[src/rtl/phase_to_ftw_decoder.sv]
// phase_to_ftw_decoder: recovers the NCO tuning word from a phase stream (optional min/max via FTW_MINMAX_EN)
module phase_to_ftw_decoder #(
  parameter int PHASE_W  = 32,
  parameter int LOG2_AVG = 4,
  parameter int LOCK_CNT = 8
) (
  input  logic               clk,
  input  logic               rst,
  input  logic [PHASE_W-1:0] phase_in,
  input  logic               phase_valid_in,
  input  logic               clear_in,
  output logic [PHASE_W-1:0] delta_out,
  output logic               delta_valid_out,
  output logic [PHASE_W-1:0] ftw_out,
  output logic               ftw_valid_out,
`ifdef FTW_MINMAX_EN
  output logic [PHASE_W-1:0] delta_min_out,
  output logic [PHASE_W-1:0] delta_max_out,
`endif
  output logic               locked_out
);
  localparam int SUM_W = PHASE_W + LOG2_AVG;
  localparam int MC_W = $clog2(LOCK_CNT + 1);
  localparam logic [0:0] EMPTY = 1'b0;
  localparam logic [0:0] RUN = 1'b1;
  localparam logic [LOG2_AVG-1:0] WIN_LAST = '1;
  localparam logic [MC_W-1:0] LOCK_MAX = MC_W'(LOCK_CNT);
  logic [0:0]         state;
  logic [PHASE_W-1:0] prev_phase;
  logic [SUM_W-1:0]   sum;
  logic [LOG2_AVG-1:0] win_cnt;
  logic [MC_W-1:0]    match_cnt;
  logic               first_delta;
  logic [PHASE_W-1:0] delta;
  logic [SUM_W-1:0]   sum_nxt;
  logic [MC_W-1:0]    match_nxt;
  logic               take;
  logic               match;
  logic               win_close;
  // modular increment between consecutive valid samples and the lock/window bookkeeping it drives
  always_comb begin
    delta = phase_in - prev_phase;
    take = phase_valid_in && !clear_in && (state == RUN);
    match = !first_delta && (delta == delta_out);
    match_nxt = match ? ((match_cnt == LOCK_MAX) ? match_cnt : match_cnt + 1'b1) : '0;
    sum_nxt = sum + SUM_W'(delta);
    win_close = (win_cnt == WIN_LAST);
  end
  // measurement state machine: reference capture, delta output, window averaging and lock tracking
  always_ff @(posedge clk or posedge rst) begin
    if (rst) begin
      state <= EMPTY;
      prev_phase <= '0;
      sum <= '0;
      win_cnt <= '0;
      match_cnt <= '0;
      first_delta <= 1'b0;
      delta_out <= '0;
      delta_valid_out <= 1'b0;
      ftw_out <= '0;
      ftw_valid_out <= 1'b0;
      locked_out <= 1'b0;
    end else begin
      delta_valid_out <= 1'b0;
      ftw_valid_out <= 1'b0;
      if (clear_in) begin
        state <= EMPTY;
        sum <= '0;
        win_cnt <= '0;
        match_cnt <= '0;
        locked_out <= 1'b0;
      end else if (phase_valid_in) begin
        prev_phase <= phase_in;
        if (state == EMPTY) begin
          state <= RUN;
          first_delta <= 1'b1;
        end else begin
          delta_out <= delta;
          delta_valid_out <= 1'b1;
          first_delta <= 1'b0;
          match_cnt <= match_nxt;
          locked_out <= (match_nxt == LOCK_MAX);
          if (win_close) begin
            ftw_out <= PHASE_W'(sum_nxt >> LOG2_AVG);
            ftw_valid_out <= 1'b1;
            sum <= '0;
            win_cnt <= '0;
          end else begin
            sum <= sum_nxt;
            win_cnt <= win_cnt + 1'b1;
          end
        end
      end
    end
  end
`ifdef FTW_MINMAX_EN
  logic [PHASE_W-1:0] run_min;
  logic [PHASE_W-1:0] run_max;
  logic [PHASE_W-1:0] min_nxt;
  logic [PHASE_W-1:0] max_nxt;
  // the window's first delta seeds the running extremes so a cleared partial window never leaks
  always_comb begin
    min_nxt = (win_cnt == '0) ? delta : ((delta < run_min) ? delta : run_min);
    max_nxt = (win_cnt == '0) ? delta : ((delta > run_max) ? delta : run_max);
  end
  // running extremes, published alongside the averaged tuning word
  always_ff @(posedge clk or posedge rst) begin
    if (rst) begin
      run_min <= '0;
      run_max <= '0;
      delta_min_out <= '0;
      delta_max_out <= '0;
    end else if (take) begin
      run_min <= min_nxt;
      run_max <= max_nxt;
      if (win_close) begin
        delta_min_out <= min_nxt;
        delta_max_out <= max_nxt;
      end
    end
  end
`endif
endmodule

[config.mk]
export PLATFORM = sky130hd
export DESIGN_NAME = phase_to_ftw_decoder
export DESIGN_NICKNAME = d
export VERILOG_FILES = /design/src/rtl/phase_to_ftw_decoder.sv
export SDC_FILE = /design/constraint.sdc
export NUM_CORES = 1
export LEC_CHECK = 0
export ABC_AREA = 1
export BUFFER_PORTS_ARGS = -buffer_cell sky130_fd_sc_hd__buf_2
export CAP_MARGIN = 10
export CORE_ASPECT_RATIO = 2
export CORE_MARGIN = 5
export CORE_UTILIZATION = 55
export DETAILED_ROUTE_END_ITERATION = 16
export HOLD_SLACK_MARGIN = 0.1
export PLACE_DENSITY_LB_ADDON = 0.25
export SETUP_SLACK_MARGIN = 0.2
export SYNTH_ARGS = -nofsm -noshare
export SYNTH_HDL_FRONTEND = slang
export SYNTH_SLANG_ARGS = --single-unit
[constraint.sdc]
create_clock -name clk -period 5 [get_ports clk]
set_clock_uncertainty 0.15 [all_clocks]
set_input_delay 1 -clock clk [delete_from_list [all_inputs] [get_ports clk]]
set_output_delay 1 -clock clk [all_outputs]
set_load 0.02 [all_outputs]
# Word-level counts from Yosys, hierarchy flattened
# Index checks and enable logic that the tools add are counted.
dict set report totals {
  ff_bits 145
  word_cells 54
  out_inout_bits 67
}
dict set report classes {
  n_reduce_logical 8
  n_eq_ne 4
  bitwise_logic 1
  addsub 4
  mux 26
}
# operator count
set ops {}
lappend ops {{36-bit 2-to-1 mux} 4}
lappend ops {{36-bit by 32-bit adder with 36-bit output} 1}
lappend ops {{4-bit 2-to-1 mux} 9}
lappend ops {{32-bit == test} 1}
lappend ops {{32-bit subtractor} 1}
lappend ops {{1-bit 2-to-1 mux} 13}
lappend ops {{4-bit == test (second input constant)} 3}
lappend ops {{4-bit by 1-bit adder with 4-bit output (second input constant)} 2}
lappend ops {{2-bit AND reduction} 2}
lappend ops {{4-bit AND reduction} 1}
lappend ops {{2-bit nonzero test} 2}
lappend ops {{3-bit AND reduction} 1}
lappend ops {{1-bit logical AND} 1}
lappend ops {{1-bit logical NOT} 1}
lappend ops {{1-bit inverter} 1}

# Longest topological paths before layout
dict set report depth {
  ltp_word 8
  depth_mapped 26
}

# Worst setup path before layout
# Ideal clock, no wire load.
dict set report synth_path {
  path_type {input-to-reg}
  from {input port phase_in[0]}
  to {register sum[27]}
  cell_stages 24
  arrival_ns 3.888
  setup_time_ns 0.117
  setup_slack_ns 0.845
  t_required_ns 4.733
  n_path_buf 0
  cell_sequence {inv_1 > ha_1 > inv_1 > fa_1 > nand2_1 > nand3_1 > nand3_1 > nand2_2 > nand2_2 > nand2_2 > nand2_1 > nand2_1 > ha_1 > a21oi_1 > inv_1 > a31oi_1 > o21ai_0 > a21oi_1 > inv_1 > nor2_1 > o31ai_1 > or2_2 > nand3_1 > nand2_1}
}
dict set report synth_between {
  elab_chain_cells 6
}
# item line
set synth_lines {}
lappend synth_lines {{start, declared} 9} ;# input logic [PHASE_W-1:0] phase_in,
lappend synth_lines {{32-bit subtractor} 42} ;# delta = phase_in - prev_phase;
lappend synth_lines {{via delta[14]} 34} ;# logic [PHASE_W-1:0] delta;
lappend synth_lines {{36-bit by 32-bit adder with 36-bit output} 46} ;# sum_nxt = sum + SUM_W'(delta);
lappend synth_lines {{36-bit 2-to-1 mux} 83} ;# if (win_close) begin
lappend synth_lines {{36-bit 2-to-1 mux} 74} ;# if (state == EMPTY) begin
lappend synth_lines {{36-bit 2-to-1 mux} 72} ;# end else if (phase_valid_in) begin
lappend synth_lines {{36-bit 2-to-1 mux} 66} ;# if (clear_in) begin
lappend synth_lines {{end signal, assigned} 89} ;# sum <= sum_nxt;
lappend synth_lines {{end, declared} 30} ;# logic [SUM_W-1:0] sum;
# The timed path passes the listed nets, and every way through them passes these cells. The select of a mux whose other input is x is not followed.
# A chain may end at the register's enable or synchronous reset.

# Final worst setup path
dict set report layout_path {
  from {input port phase_in[0]}
  to {register ftw_out[30]}
}
dict set report layout_between {
  elab_chain_cells 2
}
# item line
set layout_lines {}
lappend layout_lines {{32-bit subtractor} 42}
lappend layout_lines {{via delta[30]} 34}
lappend layout_lines {{36-bit by 32-bit adder with 36-bit output} 46}
lappend layout_lines {{end signal, assigned} 84} ;# ftw_out <= PHASE_W'(sum_nxt >> LOG2_AVG);
lappend layout_lines {{end, declared} 14} ;# output logic [PHASE_W-1:0] ftw_out,
# The timed path passes the listed nets, and every way through them passes these cells.

==> implementation parameters <==
Parameter                              Value

Placed design
  Placer congestion estimate    0.954
  Cell area reported after detailed placement    11700 µm²
  Detailed placer's ending HPWL    25900 µm
  Port Buffer Count    102

Synth
  Area of the mapped netlist    10900 µm²
  Top cells by area in the synthesized netlist    dfrtp_1, nand2_1, inv_1, ha_1, o21ai_0
  Share of async-settable or async-resettable flops after synthesis    100%
  Most frequent cell after synthesis    nand2_1
  Sequential area share after synthesis    33.4%
  Number of instances in the synthesized netlist    1657
  Number of synthesized flops with an enable pin    0
  Count of synthesis-stage warnings from yosys    0
  Synthesized flop and latch total    145
  Cell taking the most area after synthesis    dfrtp_1
  Leading register cell type out of synthesis    dfrtp_1
  Count of distinct cell types in the synthesized netlist    46
  Syn avg cell area    6.56 µm²
  Commonest cells in the synthesized netlist    nand2_1, inv_1, dfrtp_1
  Area share of the leading cell type in the synthesized netlist    33.4%
  Nets in the synthesized netlist    1762

Clock network
  Clk buf depth    2
  TritonCTS clock tree    done
  Total of hold buffers inserted after clock tree synthesis    0
  CTS root buffer    clkbuf_16
  Clock-pin slew on the worst setup and hold paths    60 ps
  Clock H-tree levels    4
  Number of buffers created by CTS    17
  Number of sinks on the clock net    145
  Source-to-sink clock delay at the later pin of the worst-skew pair    440 ps

Global route
  Wire length of the first global-routing pass    52400 µm
  Total global-route track usage    29.6%
  Vias in the first global route    11000
  Largest net degree at the start of global routing    146
  Antenna violations before repair    0
  Global-route congestion overflow total    0

Detailed routing
  First DRT Iteration DRCs    511
  Number of routed nets with antenna violations    0
  Total detailed-routing wirelength    32300 µm
  Routed length per placed instance    15.9 µm
  Routed vias    10700
  Remaining DRCs    0
  Vias per cell    5.27
  Router iterations before antenna repair    5

Critical path
  Worst Setup End Kind    register
  CP Max Fanout    5
  Worst endpoint data arrival time    4690 ps
  CP required    5200 ps
  Kind of start point of the critical path    primary input
  RR Endpoint    ftw_out[30]
  Number of cells traversed by the worst register-to-register path    23
  CP Launch Point    phase_in[0]
  Setup slack of the most critical reg-to-reg path    870 ps
  Worst Path Class, Setup    primary input to register
  Worst reg2reg startpoint    prev_phase[0]

STA
  Final min period    4480 ps
  Tightest Pin Transition    932 ps
  Max-slew violation count    0
  Slew headroom    37.8%
  Post-route clock period utilization    89.7%
  Hold Violations, Final    0
  Number of setup violations in the final report    0
  Peak clock frequency supported by timing    223 MHz
  Setup repair after global routing missed its margin    false

Outcome
  Result of the run    finished clean

Floorplan
  Die width    109 µm
  Initial core utilization    56.1%
  Total Die Area    22800 µm²
  I/O pin cnt    103
  Placeable core region    19400 µm²
  Site row count    72
  Die span in y    209 µm

Cells and area
  Antenna cell count    0
  Final design utilization    63.4%
  Area of all placed cells without fillers    12300 µm²
  Area Growth Syn to Fin    12.9%
  Layout cells sized above 1    10.9%
  Filler cell count in the final layout    1910
  Final net count    1868

Power and ir drop
  Reported leakage power    6.95 nW
  Worst ir drop on vdd    0.312 mV
  Clock power share    27.6%
  Internal power    2.68 mW
  Switching portion of total power    42.9%
  Sequential cell fraction of total power    30.4%
  Switching power    2.02 mW
  Power density relative to cell area    383 nW/µm²
  Share of power burned in combinational logic    42.0%

Flow run
  Number of max-capacitance violations reported    0

Worst hold path
  Worst min-delay path endpoint    ftw_out[19]
  Hold Path Depth    2
  Source of the worst hold timing path    ftw_out[19]
  Worst Hold Class    register to register
-- per-stage QoR --
step | setup WS [ps] | power [mW] | hold WS (ps) | TNS [ps] | std cells
after detailed placement | -98.8 | 3.41 | 312 | -165 | 2003
after floorplan | 845 | 2.83 | 306 | 0 | 1657
after CTS | 355 | 4.71 | 329 | 0 | 2035
after global placement | -54.1 | 3.38 | 308 | -67.8 | 2003
after global routing | 213 | 5.02 | 348 | 0 | 2035
final | 515 | 4.70 | 324 | 0 | 2035
-- power by group through the flow --
stage / combinational (mW) / sequential (mW) / clock [mW]
6_report: 1.97 / 1.43 / 1.30
2_1_floorplan: 1.30 / 1.52 / 0
3_3_place_gp: 1.93 / 1.45 / 0
5_1_grt: 2.22 / 1.44 / 1.36
3_5_place_dp: 1.96 / 1.45 / 0
4_1_cts: 1.97 / 1.43 / 1.31
-- layout by cell type (no fill, tap or decap), types with 3 or more instances in the layout --
| cell | synthesis | layout |
|---|---|---|
| a21o_1 | 4 | 4 |
| a21oi_1 | 60 | 59 |
| a21oi_2 | 2 | 3 |
| a22o_1 | 3 | 3 |
| a31oi_1 | 8 | 8 |
| a32o_1 | 6 | 6 |
| buf_2 | 0 | 102 |
| buf_4 | 2 | 9 |
| clkbuf_16 | 0 | 17 |
| clkinv_2 | 0 | 3 |
| clkinvlp_4 | 0 | 6 |
| dfrtp_1 | 145 | 145 |
| ha_1 | 67 | 67 |
| inv_1 | 285 | 284 |
| inv_6 | 0 | 5 |
| nand2_1 | 555 | 555 |
| nand2_2 | 17 | 17 |
| nand3_1 | 126 | 126 |
| nand3_2 | 5 | 5 |
| nand3b_1 | 3 | 3 |
| nand4_1 | 15 | 15 |
| nor2_1 | 108 | 107 |
| nor2_2 | 7 | 6 |
| nor2_4 | 1 | 3 |
| nor3_1 | 11 | 11 |
| o21ai_0 | 129 | 129 |
| o21ai_1 | 4 | 4 |
| o22ai_1 | 6 | 6 |
| or2_2 | 10 | 10 |
| xnor2_1 | 6 | 6 |
| xor2_1 | 20 | 20 |
-- layer usage --
metal  global-route usage, %  vias up  routed length, µm
li1                        -     5455                  -
met1                    31.7     4881              12100
met2                    52.8      273              16800
met3                    3.43      114               1160
met4                    19.5        0               2260
met5                       0        -                  0
-- flip-flops by register name, indices dropped and copies added (netlist names) --
register / count
sum: 36
delta_out: 32
locked_out: 1
match_cnt: 4
delta_valid_out: 1
ftw_valid_out: 1
win_cnt: 4
first_delta: 1
ftw_out: 32
prev_phase: 32
state: 1
-- worst max path at each step --
| stage | endpoint | depth (start not counted) |
|---|---|---|
| floorplan | sum[27] | 24 |
| detailed placement | ftw_out[30] | 25 |
| CTS | ftw_out[30] | 25 |
| global placement | ftw_out[30] | 25 |
| finish | ftw_out[30] | 25 |
| global route | ftw_out[30] | 25 |
-- logic make-up (layout without fill, tap and decap cells) --
family / Yosys count / count (layout) / synth area share, %
flops: 145 / 145 / 33.4
simple gates: 866 / 866 / 33.3
compound gates: 238 / 238 / 12.1
buf+inv: 313 / 432 / 11.1
fa+ha+maj: 69 / 69 / 8.08
xor+xnor: 26 / 26 / 2.09
-- critical path, stage by stage --
cell     delay, ps
buf_2           90
inv_1           60
ha_1           140
inv_1           80
fa_1           430
nand2_1        100
nand3_1         70
nand3_1        130
nand2_2        110
nand2_2        100
nand2_2         80
nand2_2        130
nand2_1         90
nand2_1         90
nand2_1        110
ha_1           370
nand2_1        140
nor3_1         240
nand2_1        130
nor4_2         310
o21ai_0        160
nand3_1        150
xor2_1         160
inv_1           70
o21ai_0        140
-- cell type report --
type / instances / area, µm² / share of cell area [%]
multi-input cells: 1199 / 6060 / 49.4
repair buffers: 112 / 598 / 4.87
inverters: 288 / 1080 / 8.84
well taps: 259 / 324 / 2.64
clock buffers: 17 / 425 / 3.46
clock inverters: 15 / 156 / 1.27
flip-flops and latches: 145 / 3630 / 29.6
-- timing repair --
item / CTS / global route
gates resized for setup: 0 / 2
endpoints found under the hold margin: 0 / 0
buffers inserted: 0 / 0
endpoints found under the setup margin: 0 / 3
(Power assumes the default switching activity.)
